File: src/rtl/vid_timing_pattern_gen.sv
// Video timing generator with shadowed end points, sync polarity, test patterns and VRST lock.
// Latency: O_PIX_REQ is combinational from the counters; DE/HS/VS/counts/pixel data register one cycle later.
// Backpressure: none; free-running at the pixel clock, the source must supply I_PIX_DATA whenever O_PIX_REQ=1.
module vid_timing_pattern_gen #(
  parameter int CH_W      = 8,
  parameter int NUM_CH    = 3,
  parameter int CNT_W     = 12,
  parameter int HS_POL    = 0,
  parameter int VS_POL    = 0,
  parameter int BAR_SHIFT = 6,
  parameter int CHK_SHIFT = 5
) (
  input  logic                     I_PCLK,
  input  logic                     I_RST,
  input  logic [NUM_CH*CH_W-1:0]   I_PIX_DATA,
  input  logic [1:0]               I_TP_MODE,
  input  logic [CNT_W-1:0]         I_HS_END,
  input  logic [CNT_W-1:0]         I_HBP_END,
  input  logic [CNT_W-1:0]         I_HACT_END,
  input  logic [CNT_W-1:0]         I_HFP_END,
  input  logic [CNT_W-1:0]         I_VS_END,
  input  logic [CNT_W-1:0]         I_VBP_END,
  input  logic [CNT_W-1:0]         I_VACT_END,
  input  logic [CNT_W-1:0]         I_VFP_END,
  input  logic                     I_VRST,
  output logic                     O_PIX_REQ,
  output logic                     O_DE,
  output logic                     O_HS,
  output logic                     O_VS,
  output logic [CNT_W-1:0]         O_HCNT,
  output logic [CNT_W-1:0]         O_VCNT,
  output logic [NUM_CH*CH_W-1:0]   O_PIX_DATA,
  output logic                     O_LOCKED
);

  localparam int   DW     = NUM_CH * CH_W;
  localparam logic HS_ACT = (HS_POL != 0);
  localparam logic VS_ACT = (VS_POL != 0);
  // Only the low bits of the pixel x coordinate feed the pattern generators.
  localparam int   XW0    = (BAR_SHIFT + 3 > CH_W) ? BAR_SHIFT + 3 : CH_W;
  localparam int   XW     = (XW0 > CHK_SHIFT + 1) ? XW0 : CHK_SHIFT + 1;

  // Shadow copies of the timing end points and pattern mode, stable for a whole frame.
  logic [CNT_W-1:0] hs_end_q, hbp_end_q, hact_end_q, hfp_end_q;
  logic [CNT_W-1:0] vs_end_q, vbp_end_q, vact_end_q, vfp_end_q;
  logic [1:0]       mode_q;

  logic [CNT_W-1:0] hcnt_q, vcnt_q, hcnt_d, vcnt_d;
  logic             vrst_q;

  logic             de_q, hs_q, vs_q, locked_q;
  logic [CNT_W-1:0] ohcnt_q, ovcnt_q;
  logic [DW-1:0]    pix_q, pix_d;

  logic             h_wrap, v_wrap, frame_end, vrst_edge, reload;
  logic             hs_reg, vs_reg, act;
  logic [XW-1:0]    x;
  logic             chk_y;
  logic [2:0]       bar_c;
  logic [DW-1:0]    bar_pix, grad_pix, chk_pix;

  assign h_wrap    = (hcnt_q == hfp_end_q);
  assign v_wrap    = (vcnt_q == vfp_end_q);
  assign frame_end = h_wrap && v_wrap;
  assign vrst_edge = I_VRST && !vrst_q;
  assign reload    = frame_end || vrst_edge;

  // Region decode from the live counters.
  assign hs_reg = (hcnt_q <= hs_end_q);
  assign vs_reg = (vcnt_q <= vs_end_q);
  assign act    = (hcnt_q > hbp_end_q) && (hcnt_q <= hact_end_q) &&
                  (vcnt_q > vbp_end_q) && (vcnt_q <= vact_end_q);

  // Pixel coordinates relative to the first active pixel; meaningful only while act=1.
  assign x     = XW'(hcnt_q - hbp_end_q - CNT_W'(1));
  assign chk_y = 1'((vcnt_q - vbp_end_q - CNT_W'(1)) >> CHK_SHIFT);
  assign bar_c = 3'd7 - x[BAR_SHIFT+2:BAR_SHIFT];

  // Channel 0 occupies the most significant bits.
  for (genvar g = 0; g < NUM_CH; g++) begin : g_ch
    localparam int LSB = (NUM_CH - 1 - g) * CH_W;
    if (g < 3) begin : g_bar
      assign bar_pix[LSB +: CH_W] = {CH_W{bar_c[2-g]}};
    end else begin : g_nobar
      assign bar_pix[LSB +: CH_W] = '0;
    end
    assign grad_pix[LSB +: CH_W] = x[CH_W-1:0];
  end

  assign chk_pix = {DW{x[CHK_SHIFT] ^ chk_y}};

  // Select the outgoing pixel for the captured mode; blank outside the active window.
  always_comb begin
    pix_d = '0;
    if (act) begin
      case (mode_q)
        2'd0:    pix_d = I_PIX_DATA;
        2'd1:    pix_d = bar_pix;
        2'd2:    pix_d = grad_pix;
        default: pix_d = chk_pix;
      endcase
    end
  end

  // Counter next state: a VRST edge forces a frame restart, otherwise wrap at the end points.
  always_comb begin
    hcnt_d = hcnt_q + CNT_W'(1);
    vcnt_d = vcnt_q;
    if (vrst_edge) begin
      hcnt_d = '0;
      vcnt_d = '0;
    end else if (h_wrap) begin
      hcnt_d = '0;
      vcnt_d = v_wrap ? '0 : vcnt_q + CNT_W'(1);
    end
  end

  // Counters and shadow registers; shadows reload on reset and at every frame start.
  always_ff @(posedge I_PCLK) begin
    if (I_RST || reload) begin
      hs_end_q   <= I_HS_END;
      hbp_end_q  <= I_HBP_END;
      hact_end_q <= I_HACT_END;
      hfp_end_q  <= I_HFP_END;
      vs_end_q   <= I_VS_END;
      vbp_end_q  <= I_VBP_END;
      vact_end_q <= I_VACT_END;
      vfp_end_q  <= I_VFP_END;
      mode_q     <= I_TP_MODE;
    end
    if (I_RST) begin
      hcnt_q <= '0;
      vcnt_q <= '0;
    end else begin
      hcnt_q <= hcnt_d;
      vcnt_q <= vcnt_d;
    end
  end

  // Registered video outputs, one cycle behind the decode.
  always_ff @(posedge I_PCLK) begin
    if (I_RST) begin
      de_q    <= 1'b0;
      hs_q    <= ~HS_ACT;
      vs_q    <= ~VS_ACT;
      ohcnt_q <= '0;
      ovcnt_q <= '0;
      pix_q   <= '0;
    end else begin
      de_q    <= act;
      hs_q    <= hs_reg ? HS_ACT : ~HS_ACT;
      vs_q    <= vs_reg ? VS_ACT : ~VS_ACT;
      ohcnt_q <= hcnt_q;
      ovcnt_q <= vcnt_q;
      pix_q   <= pix_d;
    end
  end

  // VRST edge tracking; lock means the edge landed exactly on the natural frame wrap.
  always_ff @(posedge I_PCLK) begin
    if (I_RST) begin
      vrst_q   <= 1'b0;
      locked_q <= 1'b0;
    end else begin
      vrst_q <= I_VRST;
      if (vrst_edge) begin
        locked_q <= frame_end;
      end
    end
  end

  assign O_PIX_REQ  = act;
  assign O_DE       = de_q;
  assign O_HS       = hs_q;
  assign O_VS       = vs_q;
  assign O_HCNT     = ohcnt_q;
  assign O_VCNT     = ovcnt_q;
  assign O_PIX_DATA = pix_q;
  assign O_LOCKED   = locked_q;

endmodule

File: config.mk
export PLATFORM = sky130hd
export DESIGN_NAME = vid_timing_pattern_gen
export DESIGN_NICKNAME = d
export VERILOG_FILES = /design/src/rtl/vid_timing_pattern_gen.sv
export SDC_FILE = /design/constraint.sdc
export NUM_CORES = 1
export LEC_CHECK = 0
export CAP_MARGIN = 0
export CORE_ASPECT_RATIO = 1.25
export CORE_UTILIZATION = 55
export DETAILED_ROUTE_END_ITERATION = 10
export GPL_TIMING_DRIVEN = 0
export PLACE_DENSITY = 0.83
export SYNTH_ARGS = -nofsm -noshare
export SYNTH_HDL_FRONTEND = slang
export SYNTH_SLANG_ARGS = --single-unit
export TNS_END_PERCENT = 30
File: constraint.sdc
create_clock -name I_PCLK -period 14.8 [get_ports I_PCLK]
set_input_delay 2.96 -clock I_PCLK [delete_from_list [all_inputs] [get_ports I_PCLK]]
set_output_delay 2.96 -clock I_PCLK [all_outputs]
set_load 0.05 [all_outputs]
### Word level (Yosys, flattened, before mapping)

Cells that the tools add are included.

| operators by class | value |
|---|---|
| $lt $le $gt $ge | 6 |
| eq/ne operators | 4 |
| reduce and logical (&&, ||, !) cells | 12 |
| add/subtract/negate cells | 7 |
| bitwise gates (word level) | 2 |
| multiplexer cells | 4 |

Operators with widths:

| kind | count |
|---|---|
| one-hot mux 24 bit (3 select lines) | 1 |
| <= comparator 12 bit | 4 |
| adder 12 x 1 -> 12 bit, second input constant | 2 |
| equality test 12 bit | 2 |
| > comparator 12 bit | 2 |
| two-way mux 12 bit | 1 |
| subtractor 9 x 1 -> 9 bit, second input constant | 1 |
| subtractor 9 bit | 1 |
| subtractor 6 x 1 -> 6 bit, second input constant | 1 |
| subtractor 6 bit | 1 |
| logical AND 1 bit | 5 |
| OR reduction 2 bit | 2 |
| OR reduction 3 bit | 1 |
| subtractor 3 bit, first input constant | 1 |
| equality test 2 x 1 -> 1 bit, second input constant | 1 |
| equality test 2 bit, second input constant | 1 |
| logical NOT 2 bit | 1 |
| logical OR 1 bit | 2 |
| two-way mux 1 bit | 2 |
| logical NOT 1 bit | 1 |
| NOT 1 bit | 1 |
| bitwise XOR 1 bit | 1 |

| storage, ports and cells | value |
|---|---|
| word-level logic and storage cells | 54 |
| register bits | 175 |
| bits of input ports | 125 |

### Longest topological paths before layout

| depth | value |
|---|---|
| depth after elaboration | 6 |
| depth in mapped cells | 10 |
| mapped depth without buffers | 9 |

### Worst setup path before layout

No wires, ideal clock.

| timing | value |
|---|---|
| kind | input to register |
| start | input I_VRST |
| end | register hact_end_q[0], enable pin |
| setup time | 501 ps |
| arrival time | 6156 ps |
| path slack | 8143 ps |
| buffers on the path | 1 |
| stages on the path | 4 |
| data required time | 14299 ps |
| path through | nor2b_1 > nor2_1 > nand2_1 > clkbuf_1 |

| on the way | value |
|---|---|
| longest elaborated chain between the ends | 3 |

Ends and longest elaborated chain:

| what | RTL line | source |
|---|---|---|
| start, declared | 25 | `input logic I_VRST,` |
| logical AND 1 bit | 65 | `assign vrst_edge = I_VRST && !vrst_q;` |
| logical OR 1 bit | 66 | `assign reload = frame_end \|\| vrst_edge;` |
| logical OR 1 bit | 120 | `if (I_RST \|\| reload) begin` |
| end signal, assigned | 123 | `hact_end_q <= I_HACT_END;` |
| end, declared | 44 | `logic [CNT_W-1:0] hs_end_q, hbp_end_q, hact_end_q, hfp_end_q;` |

No other way between the ends.
A chain may end at the register's enable or synchronous reset.

### Worst setup path after layout

| timing | value |
|---|---|
| start | register vcnt_q[0] |
| end | output O_PIX_REQ |

| on the way | value |
|---|---|
| longest elaborated chain between the ends | 3 |

Ends and longest elaborated chain:

| what | RTL line | source |
|---|---|---|
| start, declared | 48 | `logic [CNT_W-1:0] hcnt_q, vcnt_q, hcnt_d, vcnt_d;` |
| start signal, assigned | 136 | `vcnt_q <= vcnt_d;` |
| > comparator 12 bit | 72 | `(vcnt_q > vbp_end_q) && (vcnt_q <= vact_end_q);` |
| logical AND 1 bit | 71 | `assign act = (hcnt_q > hbp_end_q) && (hcnt_q <= hact_end_q) &&` |
| logical AND 1 bit (*) | 72 |  |
| end, declared | 26 | `output logic O_PIX_REQ,` |

Every way passes the cells marked *; elsewhere a longest branch is shown, timed or not.

==> out/metrics.cfg <==
[worst_setup_path]
worstSetupPathType=flop to output pin
worstSetupStartpoint=vcnt_q[0]
cp.arrival_ns=3.98
critical_path.slowest_cell=sky130_fd_sc_hd__clkdlybuf4s50_1
cp_common_cell=sky130_fd_sc_hd__clkbuf_1
data_required_critical_path_ns=11.84
critical_path.endpoint_type=output pin
critPathLaunchType=flop
critical_path.cell_chain=clkbuf_1 > inv_1 > ha_1 > o22ai_1 > o21bai_1 > nor4b_1 > o211ai_1 > clkbuf_1 > nor2_1 > clkdlybuf4s50_1
critical-path-max-stage-delay_ns=0.72
timing.rr.start=hcnt_q[6]
timing.critical_path.fanout_max=10

[place]
dpl.cell_count=1085
place.port_buffers=177
dp_hpwl_um=14500
gp_congestion=0.869

[floorplan]
initial_utilization_pct=57.1
die_area_um2=15600
placementRows=49
die_height_um=139
io_pins=178
die-width_um=112
floorplan.core_area_um2=14500

[synthesis]
ys.flop_type=sky130_fd_sc_hd__edfxtp_1
yosys.cell_types.count=55
synthesis.instances=729
synth_edf_count=98
postSynthRegisterBits=175
synthMuxAreaShare_pct=0.257
seq_area_frac_synth_pct=54.1
synthesized_area_fraction_occupied_by_xor_and_xnor_cells_pct=5.19
synthesized_area_fraction_occupied_by_ao_oa_aoi_and_oai_cells_pct=11.5
largest_family_of_logic_cells_by_synthesized_area=simple AND/OR/NAND/NOR gates
synth-simple-area-share_pct=12.6
post_synth_fa_ha_maj_area_fraction_pct=11.7
async_reset_ff_share_pct=0
synthesis.area_um2=8290
yosys_warnings=0
syn_area_per_cell_um2=11.4
syn-num-nets=931

[flow_run]
drv_cap=0

[layout]
antennaDiodeCount=0
mostFrequentLayoutCell=sky130_fd_sc_hd__clkdlybuf4s50_1
layout_common_cells=sky130_fd_sc_hd__clkdlybuf4s50_1, sky130_fd_sc_hd__edfxtp_1, sky130_fd_sc_hd__dfxtp_1
fin_cells=1117
area_delta_synth_final_pct=31.3
net_count_reported_at_finish=1128
final_layout_size_suffix_gt1_share_pct=5.11

[run_status]
run_status=finished with violations
failing_checks=design-rule violations

[timing]
post-route-period-util_pct=46.9
final.hold.worst_slack_ns=0.546
tightestPinTransition_ns=0.798
setup_repair_after_global_routing_missed_its_margin=false
timing.final.crit_period_ns=6.94
timing.fmax_mhz=144
finalMaxSlewViolations=0
setup-tns-final_ns=0
final_hold_viol_count=0
finalSetupViolations=0
finClkSkew_ns=0.00614
timing.max_slew.rel_slack_pct=46.6

[hold_path]
startpoint_of_the_most_critical_hold_path=hcnt_q[0]
hold_class=flop to flop

[drt]
route.detailed.drc=15
routed_via_density=5.47
first_pass_iters=8
routed_wire_per_std_cell_um=17.3
ant_nets=0
totalWireLength_um=19300
initialDrtViolationCount=449
vias=6112

[cts]
insertion_delay_ns=0.42
clock_sink_count=175
clock_tree_from_tritoncts=yes
htree_num_levels=4
ctsHoldBuffers=0
clock_tree_root_driver_cell=sky130_fd_sc_hd__clkbuf_16
cts_made_buffers=17
cts-resized-gates=0
cts_max_path_buffers=2
cts.repair_timing.setup_buffer_count=0
clock_transition_time_at_the_flip_flop_clock_pins_of_the_worst_setup_and_hold_paths_ns=0.06

[power_and_ir_drop]
power-per-cell-area_nw_per_um2=99.2
static-leakage-power_nw=4.51
vdd.ir_drop.worst_uv=74.2

[global_routing]
vias_in_the_first_global_route=6151
grt_overflow=0
grt_pass1_wl_um=30500
antenna_found_initial=0
grt_start_max_net_pins=59
grt.total_usage_pct=25.6

-- cells in the mapped netlist, types with 4 or more instances --
cell type / instances / area share, %
sky130_fd_sc_hd__a211oi_1: 24 / 2.2
sky130_fd_sc_hd__a21o_1: 21 / 1.9
sky130_fd_sc_hd__a21oi_1: 37 / 2.2
sky130_fd_sc_hd__a311oi_1: 4 / 0.42
sky130_fd_sc_hd__and3_1: 7 / 0.53
sky130_fd_sc_hd__buf_2: 5 / 0.30
sky130_fd_sc_hd__clkbuf_1: 18 / 0.81
sky130_fd_sc_hd__dfxtp_1: 77 / 19
sky130_fd_sc_hd__edfxtp_1: 98 / 35
sky130_fd_sc_hd__ha_1: 76 / 11
sky130_fd_sc_hd__inv_1: 76 / 3.4
sky130_fd_sc_hd__nand2_1: 28 / 1.3
sky130_fd_sc_hd__nand2b_1: 7 / 0.53
sky130_fd_sc_hd__nand3_1: 18 / 1.1
sky130_fd_sc_hd__nand4_1: 28 / 2.1
sky130_fd_sc_hd__nor2_1: 42 / 1.9
sky130_fd_sc_hd__nor2b_1: 30 / 2.3
sky130_fd_sc_hd__nor3_1: 9 / 0.54
sky130_fd_sc_hd__nor4_1: 6 / 0.45
sky130_fd_sc_hd__o211ai_1: 5 / 0.45
sky130_fd_sc_hd__o21a_1: 4 / 0.36
sky130_fd_sc_hd__o21ai_0: 14 / 0.85
sky130_fd_sc_hd__xnor2_1: 18 / 1.9
sky130_fd_sc_hd__xor2_1: 28 / 3.0
-- flip-flops by register name (all words and copies together) (netlist names) --
signal	cells
hcnt_q	12
vfp_end_q	12
O_PIX_DATA	24
O_VCNT	12
O_HS	1
vcnt_q	12
hs_end_q	12
hfp_end_q	12
O_HCNT	12
vs_end_q	12
O_DE	1
O_VS	1
vbp_end_q	12
hact_end_q	12
hbp_end_q	12
O_LOCKED	1
vrst_q	1
mode_q	2
vact_end_q	12
-- stage by stage --
stage | setup slack, ns | area [um2] | total power (W) | util (%)
2_1_floorplan | 8.14 | 8290 | 0.000612 | -
3_3_place_gp | 6.50 | 10300 | 0.000662 | 70.8
3_5_place_dp | 8.38 | 10300 | 0.000665 | 71.0
4_1_cts | 7.89 | 10900 | 0.00108 | 74.9
5_1_grt | 7.70 | 10900 | 0.00112 | 74.9
6_report | 7.86 | 10900 | 0.00108 | 74.9
-- where the power goes --
group / switching, W / leakage (nW) / internal (W)
Sequential: 0.00000767 / 1.61 / 0.000537
Combinational: 0.0000549 / 2.62 / 0.0000560
Clock: 0.000186 / 0.274 / 0.000239
-- worst max-delay path, delay by kind of cell (launching register included) --
family,cells,cell delay (ns)
DFF,1,0.37
AOI/OAI and AO/OA,3,0.92
buffers and inverters,4,1.77
adders and majority gates,1,0.25
and+or+nand+nor,2,0.24
-- routing by layer --
metal	part of all wire [%]	GRT usage [%]	vias to the layer above
met1	39	29.1	2820
met5	0	0	-
met4	2.4	9.60	0
met3	6.4	6.01	40
li1	-	-	3010
met2	52	46.4	242
-- cells by family after synthesis --
logic type      Yosys count
simple gates            194
buf+inv                 101
mux                       2
compound gates          133
flops                   175
xor+xnor                 47
fa+ha+maj                77
-- final timing paths --
| path | endpoint | slack, ns | depth (start not counted) |
|---|---|---|---|
| max reg2reg | hfp_end_q[5] | 11.46 | 7 |
| max | O_PIX_REQ | 7.86 | 10 |
| min reg2reg | hcnt_q[0] | 0.55 | 1 |
| min | hcnt_q[0] | 0.55 | 1 |
-- final cells by class --
| cell class | count | area (um2) |
|---|---|---|
| sequential | 175 | 4480 |
| clock inverter | 12 | 78.8 |
| inverter | 78 | 293 |
| fill | 970 | 3640 |
| tap | 178 | 223 |
| timing repair buffer | 178 | 1800 |
| multi-input combinational | 453 | 3420 |
| clock buffer | 20 | 489 |
| buffer | 23 | 96.3 |
Power figures use the tool's default switching activity.
==> RTL edit (same settings) <==
Set the parameter `CH_W` to 12 (it was 8).
--- a/src/rtl/vid_timing_pattern_gen.sv
+++ b/src/rtl/vid_timing_pattern_gen.sv
@@ -2,7 +2,7 @@
 // Latency: O_PIX_REQ is combinational from the counters; DE/HS/VS/counts/pixel data register one cycle later.
 // Backpressure: none; free-running at the pixel clock, the source must supply I_PIX_DATA whenever O_PIX_REQ=1.
 module vid_timing_pattern_gen #(
-  parameter int CH_W      = 8,
+  parameter int CH_W      = 12,
   parameter int NUM_CH    = 3,
   parameter int CNT_W     = 12,
   parameter int HS_POL    = 0,
Ports: changed (resized I_PIX_DATA and O_PIX_DATA); port bits go from 178 to 202. The function was not compared with the original's and may differ.
==> RTL edit against the original RTL <==
- routed wire length is 13% higher
- die area increased by 6.9%
- count of clock-buffer cells in the layout did not move
- sequential cell count is 12 higher
- synthesized area rose by 7.0%
- final area grew 7.9%
- total power is 5.5% higher
- maximum frequency rose by 4.5%
- largest power group unchanged
- highest routed layer unchanged
- sequential share of layout area fell by 0.96 points
- combinational power is 14% higher
- worst setup slack gained 0.30 ns
==> RTL edit: results (changes against the original RTL) <==
[logic_synthesis]
synth_commonest_cells=edfxtp_1 (98), dfxtp_1 (89), inv_1 (79), ha_1 (76), a21oi_1 (46)  ; was edfxtp_1 (98), dfxtp_1 (77), ha_1 (76), inv_1 (76), nor2_1 (42)
postSynthCellCount=788  ; was 729
synth_fa_ha_area_frac=0.109  ; was 0.117
syn-num-nets=1002  ; was 931
synth_cell_types=66  ; was 55
synth_top_family_by_area=compound AO/OA/AOI/OAI gates  ; was simple AND/OR/NAND/NOR gates
synth_xor_area_frac=0.0534  ; was 0.0519
synth-compound-area-share=0.127  ; was 0.115
yosysSeqAreaShare=0.532  ; was 0.541

[global_routing]
grt_util_met3=0.0599  ; was 0.0601
met1_usage=0.311  ; was 0.291
track_usage=0.275  ; was 0.256
grt_max_degree=68  ; was 59
grt_pass1_wl_um=34100  ; was 30500 um
met2_usage=0.491  ; was 0.464
first_global_vias=6731  ; was 6151

[finish]
final-clk-cell-share=0.0476  ; was 0.0522
fill_cells=1104  ; was 970
nMultiInputCombCells=498  ; was 453
multi_input_area_share=0.319  ; was 0.314
n_sequential_cell=187  ; was 175
inv_count=80  ; was 78
largest_reg_flops=36  ; was 24
clock_buffers=20  ; unchanged
seq_area_um2=4720  ; was 4480 um^2
nets=1223  ; was 1128
drive_gt1_frac=0.0587  ; was 0.0511
final-nonclk-buf-share=0.183  ; was 0.174
buffers=225  ; was 201

[detailed_routing]
wl_met2_um=11300  ; was 10100 um
wirelength_um=21900  ; was 19300 um
met1Wirelength_um=8420  ; was 7530 um
wire_per_inst_um=17.8  ; was 17.3 um
drt_pass1_iterations=7  ; was 8
drcViolationCount=0  ; was 15
drt_iter0_markers=471  ; was 449
via_per_inst=5.50  ; was 5.47
wl_met3_um=1540  ; was 1230 um

[place]
io_buffers=201  ; was 177
hpwl_um=16200  ; was 14500 um
place_congestion=0.923  ; was 0.869

[critical_path]
regToRegSetupSlack_ns=11.45  ; was 11.46 ns
crit_start=vcnt_q[3]$_SDFFE_PP0N_  ; was vcnt_q[0]$_SDFFE_PP0N_
path_delay_family=compound AO/OA/AOI/OAI gates  ; was buffers and inverters
crit_arrival_ns=3.68  ; was 3.98 ns
rr_startpoint=hcnt_q[1]$_SDFF_PP0_  ; was hcnt_q[6]$_SDFF_PP0_
timing.rr.end=mode_q[1]$_DFFE_PP_  ; was hfp_end_q[5]$_DFFE_PP_
crit_fanout=9  ; was 10

[power_and_ir_drop]
p_leak_uw=0.00487  ; was 0.00451 uW
peakVddDrop_v=0.0000915  ; was 0.0000742 V

[sta]
fin_skew_ns=0.0136  ; was 0.00614 ns
max_slew_margin=0.490  ; was 0.466

[hold_path]
holdPathStages=3  ; was 1
hold_end=O_LOCKED$_SDFFE_PP0P_  ; was hcnt_q[0]$_SDFF_PP0_
min_from=O_LOCKED$_SDFFE_PP0P_  ; was hcnt_q[0]$_SDFF_PP0_

[clocking]
htreeDepth=4  ; unchanged
path_clk_slew_ns=0.06  ; about the same

[status]
status=complete, no violations  ; was complete, but fails checks

==> RTL edit: changes by cell type after synthesis, moves of 5 or more <==
cell / delta
dfxtp_1: +12
a211oi_1: -16
a31oi_1: +9
a21oi_1: +9
and3_1: +5
a221oi_2: +7
a21o_1: -5
nand2_1: +14
nand3_1: -9
o21ai_0: +8
==> RTL edit: metrics by stage <==
stage	hold WS, ns	area [um^2]	setup slack [ns]	utilization
CTS	0.551	11700	8.13	0.748
global route	0.606	11700	8.05	0.748
global placement	0.534	11200	6.49	0.710
finish	0.554	11700	8.16	0.748
detailed placement	0.541	11200	8.60	0.712
floorplan	0.530	8870	8.14	-
==> RTL edit: cell families after synthesis <==
kind of cell,Yosys count
AOI/OAI and AO/OA,158
xor gates and xnor gates,52
adders and majority gates,77
buffers and inverters,103
DFF,187
muxes,7
and+or+nand+nor,204
==> RTL edit: power breakdown <==
part	switching (uW)	internal (uW)	leakage, uW
clock	189	248	0.000266
sequential	7.61	569	0.00171
combinational	65.1	61.0	0.00290
